<file path="src/rtl/addsub_pkg.sv">
// rtl/addsub_pkg.sv - shared op and state encodings for the serial add/sub accumulator
package addsub_pkg;

  typedef enum logic [1:0] {
    OP_ADD  = 2'b00,
    OP_SUB  = 2'b01,
    OP_LOAD = 2'b10,
    OP_CLR  = 2'b11
  } op_e;

  typedef enum logic [1:0] {
    S_IDLE = 2'b00,
    S_RUN  = 2'b01,
    S_FIN  = 2'b10
  } state_e;

endpackage

</file>
<file path="src/rtl/serial_fa_cell.sv">
// rtl/serial_fa_cell.sv - 1-bit full adder used by the bit-serial datapath
module serial_fa_cell (
  input  logic a_i,
  input  logic b_i,
  input  logic c_i,
  output logic s_o,
  output logic c_o
);

  assign s_o = a_i ^ b_i ^ c_i;
  assign c_o = (a_i & b_i) | (a_i & c_i) | (b_i & c_i);

endmodule

</file>
<file path="src/rtl/addsub_serial_acc.sv">
// rtl/addsub_serial_acc.sv - bit-serial W-bit add/sub/load/clear accumulator with N/Z/C/V flags
// Optional ADDSUB_SAT_EN: saturate the result on signed overflow.
module addsub_serial_acc
  import addsub_pkg::*;
#(
  parameter int W = 8
) (
  input  logic         clk,
  input  logic         rst_n,
  input  logic         start,
  input  logic [1:0]   op,
  input  logic         acc_sel,
  input  logic [W-1:0] a,
  input  logic [W-1:0] b,
  output logic         busy,
  output logic         done,
  output logic [W-1:0] result,
  output logic         c_out,
  output logic         v,
  output logic         z,
  output logic         n
);

  localparam int CW = $clog2(W + 1);

  state_e         state_q, state_d;
  logic [CW-1:0]  cnt_q, cnt_d;
  logic [W-1:0]   sa_q, sa_d;
  logic [W-1:0]   sb_q, sb_d;
  logic [W-1:0]   sum_q, sum_d;
  logic           carry_q, carry_d;
  logic           msb_cin_q, msb_cin_d;
  logic           arith_q, arith_d;
  logic [W-1:0]   result_q, result_d;
  logic           c_out_q, c_out_d;
  logic           v_q, v_d;
  logic           z_q, z_d;
  logic           n_q, n_d;
  logic           busy_q, busy_d;
  logic           done_q, done_d;

  logic           fa_sum, fa_cout;
  logic           ovf;
  logic [W-1:0]   fin_val;

  serial_fa_cell u_fa (
    .a_i (sa_q[0]),
    .b_i (sb_q[0]),
    .c_i (carry_q),
    .s_o (fa_sum),
    .c_o (fa_cout)
  );

  // After the last RUN cycle carry_q holds the carry out of the MSB.
  assign ovf = msb_cin_q ^ carry_q;

`ifdef ADDSUB_SAT_EN
  // On overflow the wrapped sign is inverted: a negative wrap means positive operands.
  always_comb begin
    fin_val = sum_q;
    if (arith_q && ovf) begin
      fin_val = sum_q[W-1] ? {1'b0, {(W-1){1'b1}}} : {1'b1, {(W-1){1'b0}}};
    end
  end
`else
  assign fin_val = sum_q;
`endif

  always_comb begin
    state_d   = state_q;
    cnt_d     = cnt_q;
    sa_d      = sa_q;
    sb_d      = sb_q;
    sum_d     = sum_q;
    carry_d   = carry_q;
    msb_cin_d = msb_cin_q;
    arith_d   = arith_q;
    result_d  = result_q;
    c_out_d   = c_out_q;
    v_d       = v_q;
    z_d       = z_q;
    n_d       = n_q;

    case (state_q)
      S_IDLE: begin
        if (start) begin
          case (op_e'(op))
            OP_ADD, OP_SUB: begin
              sa_d    = acc_sel ? result_q : a;
              sb_d    = (op_e'(op) == OP_SUB) ? ~b : b;
              carry_d = (op_e'(op) == OP_SUB);
              cnt_d   = '0;
              arith_d = 1'b1;
              state_d = S_RUN;
            end
            OP_LOAD: begin
              sum_d   = b;
              arith_d = 1'b0;
              state_d = S_FIN;
            end
            OP_CLR: begin
              sum_d   = '0;
              arith_d = 1'b0;
              state_d = S_FIN;
            end
            default: ;
          endcase
        end
      end
      S_RUN: begin
        sum_d   = {fa_sum, sum_q[W-1:1]};
        carry_d = fa_cout;
        sa_d    = sa_q >> 1;
        sb_d    = sb_q >> 1;
        cnt_d   = cnt_q + CW'(1);
        if (cnt_q == CW'(W - 1)) begin
          msb_cin_d = carry_q;
          state_d   = S_FIN;
        end
      end
      S_FIN: begin
        result_d = fin_val;
        c_out_d  = arith_q & carry_q;
        v_d      = arith_q & ovf;
        z_d      = (fin_val == '0);
        n_d      = fin_val[W-1];
        state_d  = S_IDLE;
      end
      default: state_d = S_IDLE;
    endcase

    busy_d = (state_d != S_IDLE);
    done_d = (state_d == S_FIN);
  end

  always_ff @(posedge clk or negedge rst_n) begin
    if (!rst_n) begin
      state_q   <= S_IDLE;
      cnt_q     <= '0;
      sa_q      <= '0;
      sb_q      <= '0;
      sum_q     <= '0;
      carry_q   <= 1'b0;
      msb_cin_q <= 1'b0;
      arith_q   <= 1'b0;
      result_q  <= '0;
      c_out_q   <= 1'b0;
      v_q       <= 1'b0;
      z_q       <= 1'b1;
      n_q       <= 1'b0;
      busy_q    <= 1'b0;
      done_q    <= 1'b0;
    end else begin
      state_q   <= state_d;
      cnt_q     <= cnt_d;
      sa_q      <= sa_d;
      sb_q      <= sb_d;
      sum_q     <= sum_d;
      carry_q   <= carry_d;
      msb_cin_q <= msb_cin_d;
      arith_q   <= arith_d;
      result_q  <= result_d;
      c_out_q   <= c_out_d;
      v_q       <= v_d;
      z_q       <= z_d;
      n_q       <= n_d;
      busy_q    <= busy_d;
      done_q    <= done_d;
    end
  end

  assign busy   = busy_q;
  assign done   = done_q;
  assign result = result_q;
  assign c_out  = c_out_q;
  assign v      = v_q;
  assign z      = z_q;
  assign n      = n_q;

endmodule

</file>
<file path="config.mk">
export PLATFORM = sky130hd
export DESIGN_NAME = addsub_serial_acc
export DESIGN_NICKNAME = d
export VERILOG_FILES = /design/src/rtl/addsub_pkg.sv /design/src/rtl/serial_fa_cell.sv /design/src/rtl/addsub_serial_acc.sv
export SDC_FILE = /design/constraint.sdc
export NUM_CORES = 1
export LEC_CHECK = 0
export CORE_MARGIN = 5
export CORE_UTILIZATION = 50
export CTS_BUF_LIST = sky130_fd_sc_hd__clkbuf_16
export DETAILED_ROUTE_END_ITERATION = 8
export PLACE_DENSITY = 0.85
export SLEW_MARGIN = 20
export SYNTH_ARGS = -nofsm -noshare
export SYNTH_HDL_FRONTEND = slang
export SYNTH_SLANG_ARGS = --single-unit
export TNS_END_PERCENT = 50
</file>
<file path="constraint.sdc">
create_clock -name clk -period 4.5 [get_ports clk]
set_clock_uncertainty 0.15 [all_clocks]
set_input_delay 1.35 -clock clk [delete_from_list [all_inputs] [get_ports clk]]
set_output_delay 1.35 -clock clk [all_outputs]
set_load 0.02 [all_outputs]
</file>
==> metrics.txt <==
crit path time final 3.137 ns; Avg Cell Area, Syn 12.02 µm²; final slew viol count 0; outcome completed; FF+latch count, synth 46; Tightest Pin Transition 0.9233 ns; fmax 0.3188 GHz; P_leak 1.199 nW; register area 1152 µm²; Multi-input gate area 993.5 µm²; vias per cell 5.837; Crit. End Element flip-flop; Setup-failing EPs final 0; cell row count 24; initial core utilization 0.5180; Worst EP required 4.51 ns; Worst Path Arrival 3.15 ns; Vias 1576; routability cong. 0.8032; global-route wire length before repair 7935 µm; share of layout cells above drive strength 1 0.1697; Max VDD drop 0.0003350 V; Boundary Pins 36; Startpoint Class input port; final hold vios 0; clk slew on worst S/H paths 0.06 ns; Clock Latency Late Sink 0.29 ns; Initial DRC Count 108; antenna-violating nets left 0; sequential area share after synthesis 0.5074; postcts setup bufs 0; pin count of the biggest net entering global routing 47; Die W 77.40 µm; Hold Slack 0.3285 ns; RSZ-0062 raised after global routing no; Residual DRC 0; maximum level of the CTS H-tree 2; Wirelength per Cell 17.39 µm; Clk Tree Root Cell clkbuf_16; synth unique cells 36; synthesis-to-layout area growth 20.05%; CP Class in2reg; Finished Cell Area 2726 µm²; final critical-path share of the clock period 0.6972; yosys warns 0; CTS buffer count 5; Layout Utilization 0.6219; Clock Tree Buf Depth 2; Post-DP HPWL 3255 µm; min-delay worst type reg2reg; Max Fanout on Critical Path 9; Mapped Nets 213; gr usage total 0.1646; layout net count 241; Power Density 689.3 nW/µm²; Post-CTS Resized 0; total wire length 4695 µm; Slew Limit Headroom 0.3832; drt first pass iters 7; Hold-fix buffers, CTS 0; diode count 0; Synth Flop Type dfrtp_1; Core Region 4384 µm²; Die Y 77.40 µm; Port Buffer Count 35; Fillers 350; R2R Setup Slk 2.09 ns; TritonCTS clock tree yes; number of max-cap violations 0; vias in the first global route 1648; grt ovf 0; Post-Synthesis Cells 189; Post-Route Setup TNS 0 ns; Total Die Area 5990 µm²; clk sinks 46; Synth async-reset ratio 1.000; DP Area 2586 µm²; Post-synth EDFFs 0; Synth Cell Area 2271 µm²; initial antenna violation count 0
## final timing paths
check,from,end,cells after the start
setup / recovery,op[1],sb_q[5]$_DFFE_PN0P_,4
hold / removal,z$_DFFE_PN1N_,z$_DFFE_PN1N_,2
setup reg to reg,state_q[0]$_DFF_PN0_,fin_val[2]$_DFFE_PN0P_,3
hold reg to reg,z$_DFFE_PN1N_,z$_DFFE_PN1N_,2
max in group asynchronous,rst_n,fin_val[3]$_DFFE_PN0P_,1
min in group asynchronous,rst_n,done$_DFF_PN0_,1
## per-stage QoR
stage	cells	power (mW)	setup slack, ns
6_report	270	1.879	1.363
3_3_place_gp	262	1.499	1.125
4_1_cts	270	1.890	1.395
3_5_place_dp	262	1.534	1.075
5_1_grt	270	2.003	1.274
2_1_floorplan	189	1.310	2.151
## cell type report
type / count / area share
flip-flops and latches: 46 / 0.4227
multi-input cells: 121 / 0.3644
repair buffers: 35 / 0.1276
clock buffers: 5 / 0.04589
well taps: 52 / 0.02386
inverters: 8 / 0.01101
clock inverters: 3 / 0.004589
## logic make-up (layout without fill, tap and decap cells)
| group | count (synthesis) | count (layout) | synth area share |
|---|---|---|---|
| AOI/OAI and AO/OA | 37 | 37 | 0.1234 |
| xor gates and xnor gates | 10 | 10 | 0.03857 |
| adders and majority gates | 2 | 2 | 0.01432 |
| buffers and inverters | 22 | 51 | 0.05509 |
| DFF | 46 | 46 | 0.5074 |
| muxes | 34 | 34 | 0.1636 |
| and+or+nand+nor | 38 | 38 | 0.09752 |
## state kept, by name (all words and copies together) (netlist names)
signal and flops:
arith_q 1, busy 1, cnt_q 4, done 1
c_out 1, z 1, sa_q 8, sb_q 8
carry_q 1, fin_val 8, result 8, v 1
msb_cin_q 1, state_q 2
## power breakdown
group / leakage (nW) / total (mW) / internal [mW] / switching [mW]
combinational: 0.566 / 0.757 / 0.407 / 0.351
sequential: 0.560 / 0.772 / 0.603 / 0.169
clock: 0.0724 / 0.350 / 0.201 / 0.149
## cell usage in the layout, fill, tap and decap left out, types with 2 or more instances in the layout
cell type        instances
a21oi_1                 11
a222oi_1                 6
a22o_1                   2
a32o_1                   8
clkbuf_16                5
clkdlybuf4s50_1         34
dfrtp_1                 45
inv_1                    9
mux2_2                  25
mux2i_1                  9
nand2_1                 11
nand2b_1                 3
nand3b_1                 2
nor2_1                   5
nor2b_1                  9
nor4_1                   2
o21ai_0                  5
xnor2_1                  7
xor2_1                   3
## layer usage
metal | GRT usage | vias up | part of all wire | wire (µm)
met5 | 0 | - | 0 | 0
met3 | 0.04514 | 11 | 0.054 | 255
met2 | 0.2567 | 49 | 0.50 | 2328
met4 | 0.07216 | 0 | 0.022 | 101
li1 | - | 730 | - | -
met1 | 0.2154 | 786 | 0.43 | 2009
## synth_stat cells (2+ instances only)
cell type | count | share of area
a222oi_1 | 6 | 0.026
mux2_2 | 25 | 0.12
buf_4 | 3 | 0.0099
nand2b_1 | 3 | 0.0083
inv_1 | 8 | 0.013
buf_2 | 6 | 0.013
xor2_1 | 3 | 0.012
dfrtp_1 | 45 | 0.50
mux2i_1 | 9 | 0.040
xnor2_1 | 7 | 0.027
a32o_1 | 8 | 0.035
nor4_1 | 2 | 0.0055
nand2_1 | 11 | 0.018
a22o_1 | 2 | 0.0077
o21ai_0 | 5 | 0.011
buf_6 | 3 | 0.015
nand3b_1 | 2 | 0.0066
a21oi_1 | 11 | 0.024
nor2_1 | 5 | 0.0083
nor2b_1 | 9 | 0.025
## critical path: stages
cell             delay (ns)
clkdlybuf4s50_1        0.54
nor2b_1                0.78
xnor2_1                0.16
a222oi_1               0.31
Note: power is estimated with default switching activity, not from simulation.
